## config.mk

```make
export PLATFORM = sky130hd
export DESIGN_NAME = mips_code_loader
export DESIGN_NICKNAME = d
export VERILOG_FILES = /design/src/rtl/mips_code_loader.sv
export SDC_FILE = /design/constraint.sdc
export NUM_CORES = 1
export LEC_CHECK = 0
export BUFFER_PORTS_ARGS = -buffer_cell sky130_fd_sc_hd__buf_2
export CORE_MARGIN = 5
export CORE_UTILIZATION = 30
export DETAILED_ROUTE_END_ITERATION = 16
export HOLD_SLACK_MARGIN = 0.08
export PLACE_DENSITY = 0.51
export SLEW_MARGIN = 10
export SYNTH_ARGS = -nofsm -noshare
export SYNTH_HDL_FRONTEND = slang
export SYNTH_SLANG_ARGS = --single-unit
```

## constraint.sdc

```tcl
create_clock -name clk -period 2.13 [get_ports clk]
set_input_delay 0.213 -clock clk [delete_from_list [all_inputs] [get_ports clk]]
set_output_delay 0.213 -clock clk [all_outputs]
set_load 0.005 [all_outputs]
```

## src/rtl/mips_code_loader.sv

```systemverilog
// Boot loader: byte stream -> big-endian words -> imem, core held in reset until verified.
// Ports: clk, rst (sync low), start, in_valid/in_data/in_ready, imem_we/addr/wdata, core_rst, done, err.
module mips_code_loader #(
  parameter int CODE_DIR_WIDTH = 4,
  parameter int CODE_DEPTH     = 16
) (
  input  logic                      clk,
  input  logic                      rst,
  input  logic                      start,
  input  logic                      in_valid,
  input  logic [7:0]                in_data,
  output logic                      in_ready,
  output logic                      imem_we,
  output logic [CODE_DIR_WIDTH-1:0] imem_addr,
  output logic [31:0]               imem_wdata,
  output logic                      core_rst,
  output logic                      done,
  output logic                      err
);

  typedef enum logic [2:0] {
    S_IDLE,
    S_COUNT,
    S_DATA,
    S_WRITE,
    S_CHECK,
    S_RUN,
    S_ERROR
  } state_e;

  state_e                    state_q;
  logic [CODE_DIR_WIDTH:0]   cnt_q;
  logic [CODE_DIR_WIDTH-1:0] widx_q;
  logic [1:0]                bidx_q;
  logic [31:0]               word_q;
  logic [7:0]                acc_q;

  logic                      in_ready_q;
  logic                      imem_we_q;
  logic [CODE_DIR_WIDTH-1:0] imem_addr_q;
  logic [31:0]               imem_wdata_q;
  logic                      core_rst_q;
  logic                      done_q;
  logic                      err_q;

  logic                      fire;
  logic [31:0]               word_d;
  logic [7:0]                acc_d;
  logic [CODE_DIR_WIDTH:0]   widx_d;
  logic                      cnt_ok;

  assign fire   = in_valid && in_ready_q;
  assign word_d = {word_q[23:0], in_data};
  assign acc_d  = acc_q ^ in_data;
  assign widx_d = {1'b0, widx_q} + (CODE_DIR_WIDTH+1)'(1);
  // Count is judged on the full byte so N > CODE_DEPTH cannot alias.
  assign cnt_ok = (in_data != 8'd0) && (32'(in_data) <= CODE_DEPTH);

  always_ff @(posedge clk) begin
    if (!rst) begin
      state_q      <= S_IDLE;
      cnt_q        <= '0;
      widx_q       <= '0;
      bidx_q       <= '0;
      word_q       <= '0;
      acc_q        <= '0;
      in_ready_q   <= 1'b0;
      imem_we_q    <= 1'b0;
      imem_addr_q  <= '0;
      imem_wdata_q <= '0;
      core_rst_q   <= 1'b1;
      done_q       <= 1'b0;
      err_q        <= 1'b0;
    end else begin
      imem_we_q <= 1'b0;
      unique case (state_q)
        S_IDLE: begin
          if (start) begin
            state_q    <= S_COUNT;
            in_ready_q <= 1'b1;
          end
        end
        S_COUNT: begin
          if (fire) begin
            if (cnt_ok) begin
              state_q <= S_DATA;
              cnt_q   <= (CODE_DIR_WIDTH+1)'(in_data);
              widx_q  <= '0;
              bidx_q  <= '0;
              acc_q   <= '0;
            end else begin
              state_q    <= S_ERROR;
              in_ready_q <= 1'b0;
              err_q      <= 1'b1;
            end
          end
        end
        S_DATA: begin
          if (fire) begin
            word_q <= word_d;
            acc_q  <= acc_d;
            bidx_q <= bidx_q + 2'd1;
            if (bidx_q == 2'd3) begin
              state_q      <= S_WRITE;
              in_ready_q   <= 1'b0;
              imem_we_q    <= 1'b1;
              imem_addr_q  <= widx_q;
              imem_wdata_q <= word_d;
            end
          end
        end
        S_WRITE: begin
          in_ready_q <= 1'b1;
          // Index stops at N-1 on the last word.
          if (widx_d < cnt_q) begin
            state_q <= S_DATA;
            widx_q  <= widx_d[CODE_DIR_WIDTH-1:0];
          end else begin
            state_q <= S_CHECK;
          end
        end
        S_CHECK: begin
          if (fire) begin
            in_ready_q <= 1'b0;
            if (in_data == acc_q) begin
              state_q    <= S_RUN;
              core_rst_q <= 1'b0;
              done_q     <= 1'b1;
            end else begin
              state_q <= S_ERROR;
              err_q   <= 1'b1;
            end
          end
        end
        S_RUN: begin
          if (start) begin
            state_q    <= S_COUNT;
            in_ready_q <= 1'b1;
            core_rst_q <= 1'b1;
            done_q     <= 1'b0;
          end
        end
        S_ERROR: begin
          if (start) begin
            state_q    <= S_COUNT;
            in_ready_q <= 1'b1;
            err_q      <= 1'b0;
          end
        end
        default: begin
          state_q <= S_IDLE;
        end
      endcase
    end
  end

  assign in_ready   = in_ready_q;
  assign imem_we    = imem_we_q;
  assign imem_addr  = imem_addr_q;
  assign imem_wdata = imem_wdata_q;
  assign core_rst   = core_rst_q;
  assign done       = done_q;
  assign err        = err_q;

endmodule

```

==> out/metrics.yaml <==
finish:
  drive_gt1_frac: 0.200
  final_nets: 533
  areaGrowthSynthToFinish_pct: 21.7
  diodes: 0
yosys:
  async_reset_ff_frac: 0
  yosysTopAreaCellShare: 0.446
  synth_edf_count: 0
  netlist_instances: 461
  yosysTopAreaCell: "dfxtp_1"
  netlist_area_um2: 3910
  yosysWarnings: 0
  synth_area_per_cell_um2: 8.47
  synth_area_leaders: "dfxtp_1 (45%), nand2_1 (13%), a21boi_0 (11%), clkbuf_1 (2.1%), mux2i_1 (2.0%)"
  seq_area_frac_synth: 0.446
  synth_fp_nets: 480
  ys_types: 48
  synth_seq_cells: 87
  dominantRegCellSynth: "dfxtp_1"
power:
  seq_power_share: 0.444
  switching_share: 0.253
  p_int_mw: 2.90
  pwr_density_cell_nw_per_um2: 816
  p_comb_frac: 0.127
  p_leak_nw: 1.83
  power.share.clock: 0.429
  power.switching_mw: 0.982
  peakVddDrop_uv: 422
die:
  die_w_um: 124
  io_pins: 53
  placementRows: 41
  die_area_um2: 15400
  die_h_um: 124
  start_util: 0.308
  core_area_um2: 12700
timing:
  skew_ns: 0.00772
  relSlewSlack: 0.629
  finalWorstSetupSlack_ns: 0.138
  drv_slew: 0
  fin_setup_tns_ns: 0
  tightest_slew_ns: 0.551
  timing.fmax_mhz: 502
  setup_viol: 0
  min_period_ns: 1.99
  rsz0062_at_grt: "no"
  finalCritPeriodShare: 0.935
  finalHoldViolCount: 0
worst_setup_path:
  r2r_setup_slack_ns: 0.14
  cp-end-kind: "register"
  crit_fanout: 6
  timing.rr.start: "widx_q[0]$_SDFFE_PN0P_"
  crit_buf_inv: 0
  cp_top_family: "simple AND/OR/NAND/NOR gates"
  worstSetupStartpointType: "register"
  path_class: "reg -> reg"
  arrival_ns: 2.22
  timing.rr.end: "widx_q[0]$_SDFFE_PN0P_"
  worst_path_max_delay_cell: "dfxtp_2"
  critical_path.max_stage_delay_ns: 0.38
  worstPathRequired_ns: 2.36
  crit_chain: "ha_2 -> xor2_1 -> ha_1 -> and4_1 -> a21oi_2 -> nand3_1 -> and3b_1 -> o21a_1"
  rr_worst_depth: 8
drt:
  drcViolationCount: 0
  first_pass_iters: 4
  num_vias: 3252
  wl_per_cell_um: 13.6
  drt_iter0_markers: 105
  wl_um: 9420
  vias_per_cell: 4.71
  ant_nets: 0
place:
  place.gp.congestion: 0.866
  pre_cts_ws_ns: 0.0504
  dp_hpwl_um: 6700
  port_buffers: 52
cts:
  cts_hold_buf: 0
  clk_pin_slew_worst_paths_ns: 0.06
  clockRootBuffer: "clkbuf_16"
  clockBufferDepth: 2
  cts_setup_buffers: 0
  cts_buffers: 9
  cts_tree: "done"
  clkLatencyLatePin_ns: 0.34
  clock-sinks: 87
  cts_resized: 0
  htreeDepth: 3
global_route:
  grt_use_total: 0.129
  first_global_vias: 3194
  grt.overflow.total: 0
  antenna_found_initial: 0
  grt_max_degree: 37
  grt_pass1_wl_um: 15600
worst_hold_path:
  min_path_type: "in -> reg"
  hold_path_end: "imem_wdata[5]$_SDFFE_PN0P_"
  whs_path_depth: 3
  hp-start: "in_data[5]"
status:
  outcome: "finished, final reports clean"
run:
  maxCapViolations: 0
==> per-layer routing <==
layer,wire [um],up-vias,part of all wire,GRT usage
met5,0,-,0,0
met2,4170,53,0.44,0.202
met3,459,12,0.049,0.0359
met4,116,0,0.012,0.0397
met1,4680,1508,0.50,0.173
li1,-,1679,-,-
==> synthesized netlist by cell type (7+ instances only) <==
| cell type | n |
|---|---|
| nor2_1 | 11 |
| o21ai_0 | 12 |
| nand2_1 | 135 |
| xor2_1 | 9 |
| nand3_1 | 9 |
| inv_1 | 10 |
| dfxtp_1 | 87 |
| a21oi_1 | 8 |
| mux2i_1 | 8 |
| clkbuf_1 | 22 |
| a21boi_0 | 58 |
| and3b_1 | 7 |
==> power groups by stage <==
stage	sequential [mW]	combinational (mW)	clock, mW
after global placement	1.76	0.491	0
final	1.72	0.494	1.67
after detailed placement	1.76	0.494	0
after CTS	1.72	0.496	1.72
after floorplan	1.74	0.350	0
after global routing	1.73	0.553	1.79
==> cell families (layout without fill, tap and decap cells) <==
family / Yosys count / in the layout / share of synthesized area
adder cells (fa/ha/maj): 7 / 7 / 0.0243
XOR/XNOR: 10 / 10 / 0.0224
flip-flops: 87 / 87 / 0.446
buffers and inverters: 40 / 98 / 0.0404
multiplexers: 8 / 8 / 0.0205
AND/OR/NAND/NOR: 202 / 202 / 0.249
AO/OA/AOI/OAI: 107 / 107 / 0.198
==> state kept, by name (all words and copies together), names as in the netlist, 2 cells and up <==
register,count
bidx_q,2
word_q,24
acc_q,8
state_q,3
widx_q,4
cnt_q,5
imem_addr,4
imem_wdata,32
==> stage by stage <==
stage          cells  total power, mW  area [um^2]   util  hold WS [ns]
2_1_floorplan    461             2.09         3910      -         0.358
3_3_place_gp     675             2.25         4420  0.349         0.443
3_5_place_dp     675             2.25         4420  0.349         0.441
4_1_cts          691             3.94         4740  0.374         0.199
5_1_grt          691             4.07         4760  0.375         0.215
6_report         691             3.88         4760  0.375         0.209
==> area by class of cell <==
| cell class | instances | area, um^2 |
|---|---|---|
| clock buffers | 11 | 233 |
| clock inverters | 5 | 82.6 |
| fillers | 1373 | 7920 |
| inverters | 10 | 37.5 |
| multi-input cells | 334 | 2020 |
| flip-flops and latches | 87 | 1740 |
| well taps | 172 | 215 |
| repair buffers | 72 | 423 |
==> worst max-delay path by stage <==
stage / start / endpoint / slack, ns / cells past startpoint
6_report: widx_q[0]$_SDFFE_PN0P_ / widx_q[0]$_SDFFE_PN0P_ / 0.14 / 8
5_1_grt: widx_q[0]$_SDFFE_PN0P_ / widx_q[0]$_SDFFE_PN0P_ / 0.008 / 8
4_1_cts: widx_q[0]$_SDFFE_PN0P_ / widx_q[0]$_SDFFE_PN0P_ / 0.03 / 8
3_5_place_dp: widx_q[0]$_SDFFE_PN0P_ / widx_q[0]$_SDFFE_PN0P_ / 0.05 / 8
3_3_place_gp: widx_q[0]$_SDFFE_PN0P_ / widx_q[0]$_SDFFE_PN0P_ / 0.15 / 8
2_1_floorplan: widx_q[0]$_SDFFE_PN0P_ / widx_q[0]$_SDFFE_PN0P_ / 0.03 / 8
==> placed cells by master (no fill, tap or decap), drive strengths merged, types with 2 or more instances in the layout <==
| cell | Yosys | layout |
|---|---|---|
| inv | 10 | 10 |
| o211ai | 5 | 5 |
| nor2b | 5 | 5 |
| mux2i | 8 | 8 |
| clkbuf | 22 | 11 |
| nand3 | 9 | 9 |
| nand2b | 4 | 4 |
| nand4b | 3 | 3 |
| a31o | 5 | 5 |
| and4b | 5 | 5 |
| and3b | 7 | 7 |
| a21oi | 8 | 8 |
| ha | 6 | 6 |
| o31ai | 2 | 2 |
| nor2 | 12 | 12 |
| clkinvlp | 0 | 3 |
| bufinv | 0 | 2 |
| and2 | 2 | 2 |
| xor2 | 9 | 9 |
| o21ai | 13 | 13 |
| a21o | 2 | 2 |
| and3 | 4 | 4 |
| nand2 | 135 | 135 |
| a21boi | 63 | 63 |
| buf | 8 | 72 |
| dfxtp | 87 | 87 |
| or3 | 3 | 3 |
| nand4 | 2 | 2 |
| o21a | 2 | 2 |
| nor3 | 2 | 2 |
| nor4 | 5 | 5 |
==> worst register-to-register path, delay by kind of cell (launching register included) <==
kind,cells,cell delay (ns)
AOI/OAI and AO/OA,2,0.33
xor gates and xnor gates,1,0.17
adders and majority gates,2,0.48
DFF,1,0.38
and+or+nand+nor,3,0.52
Power figures use the tool's default switching activity.
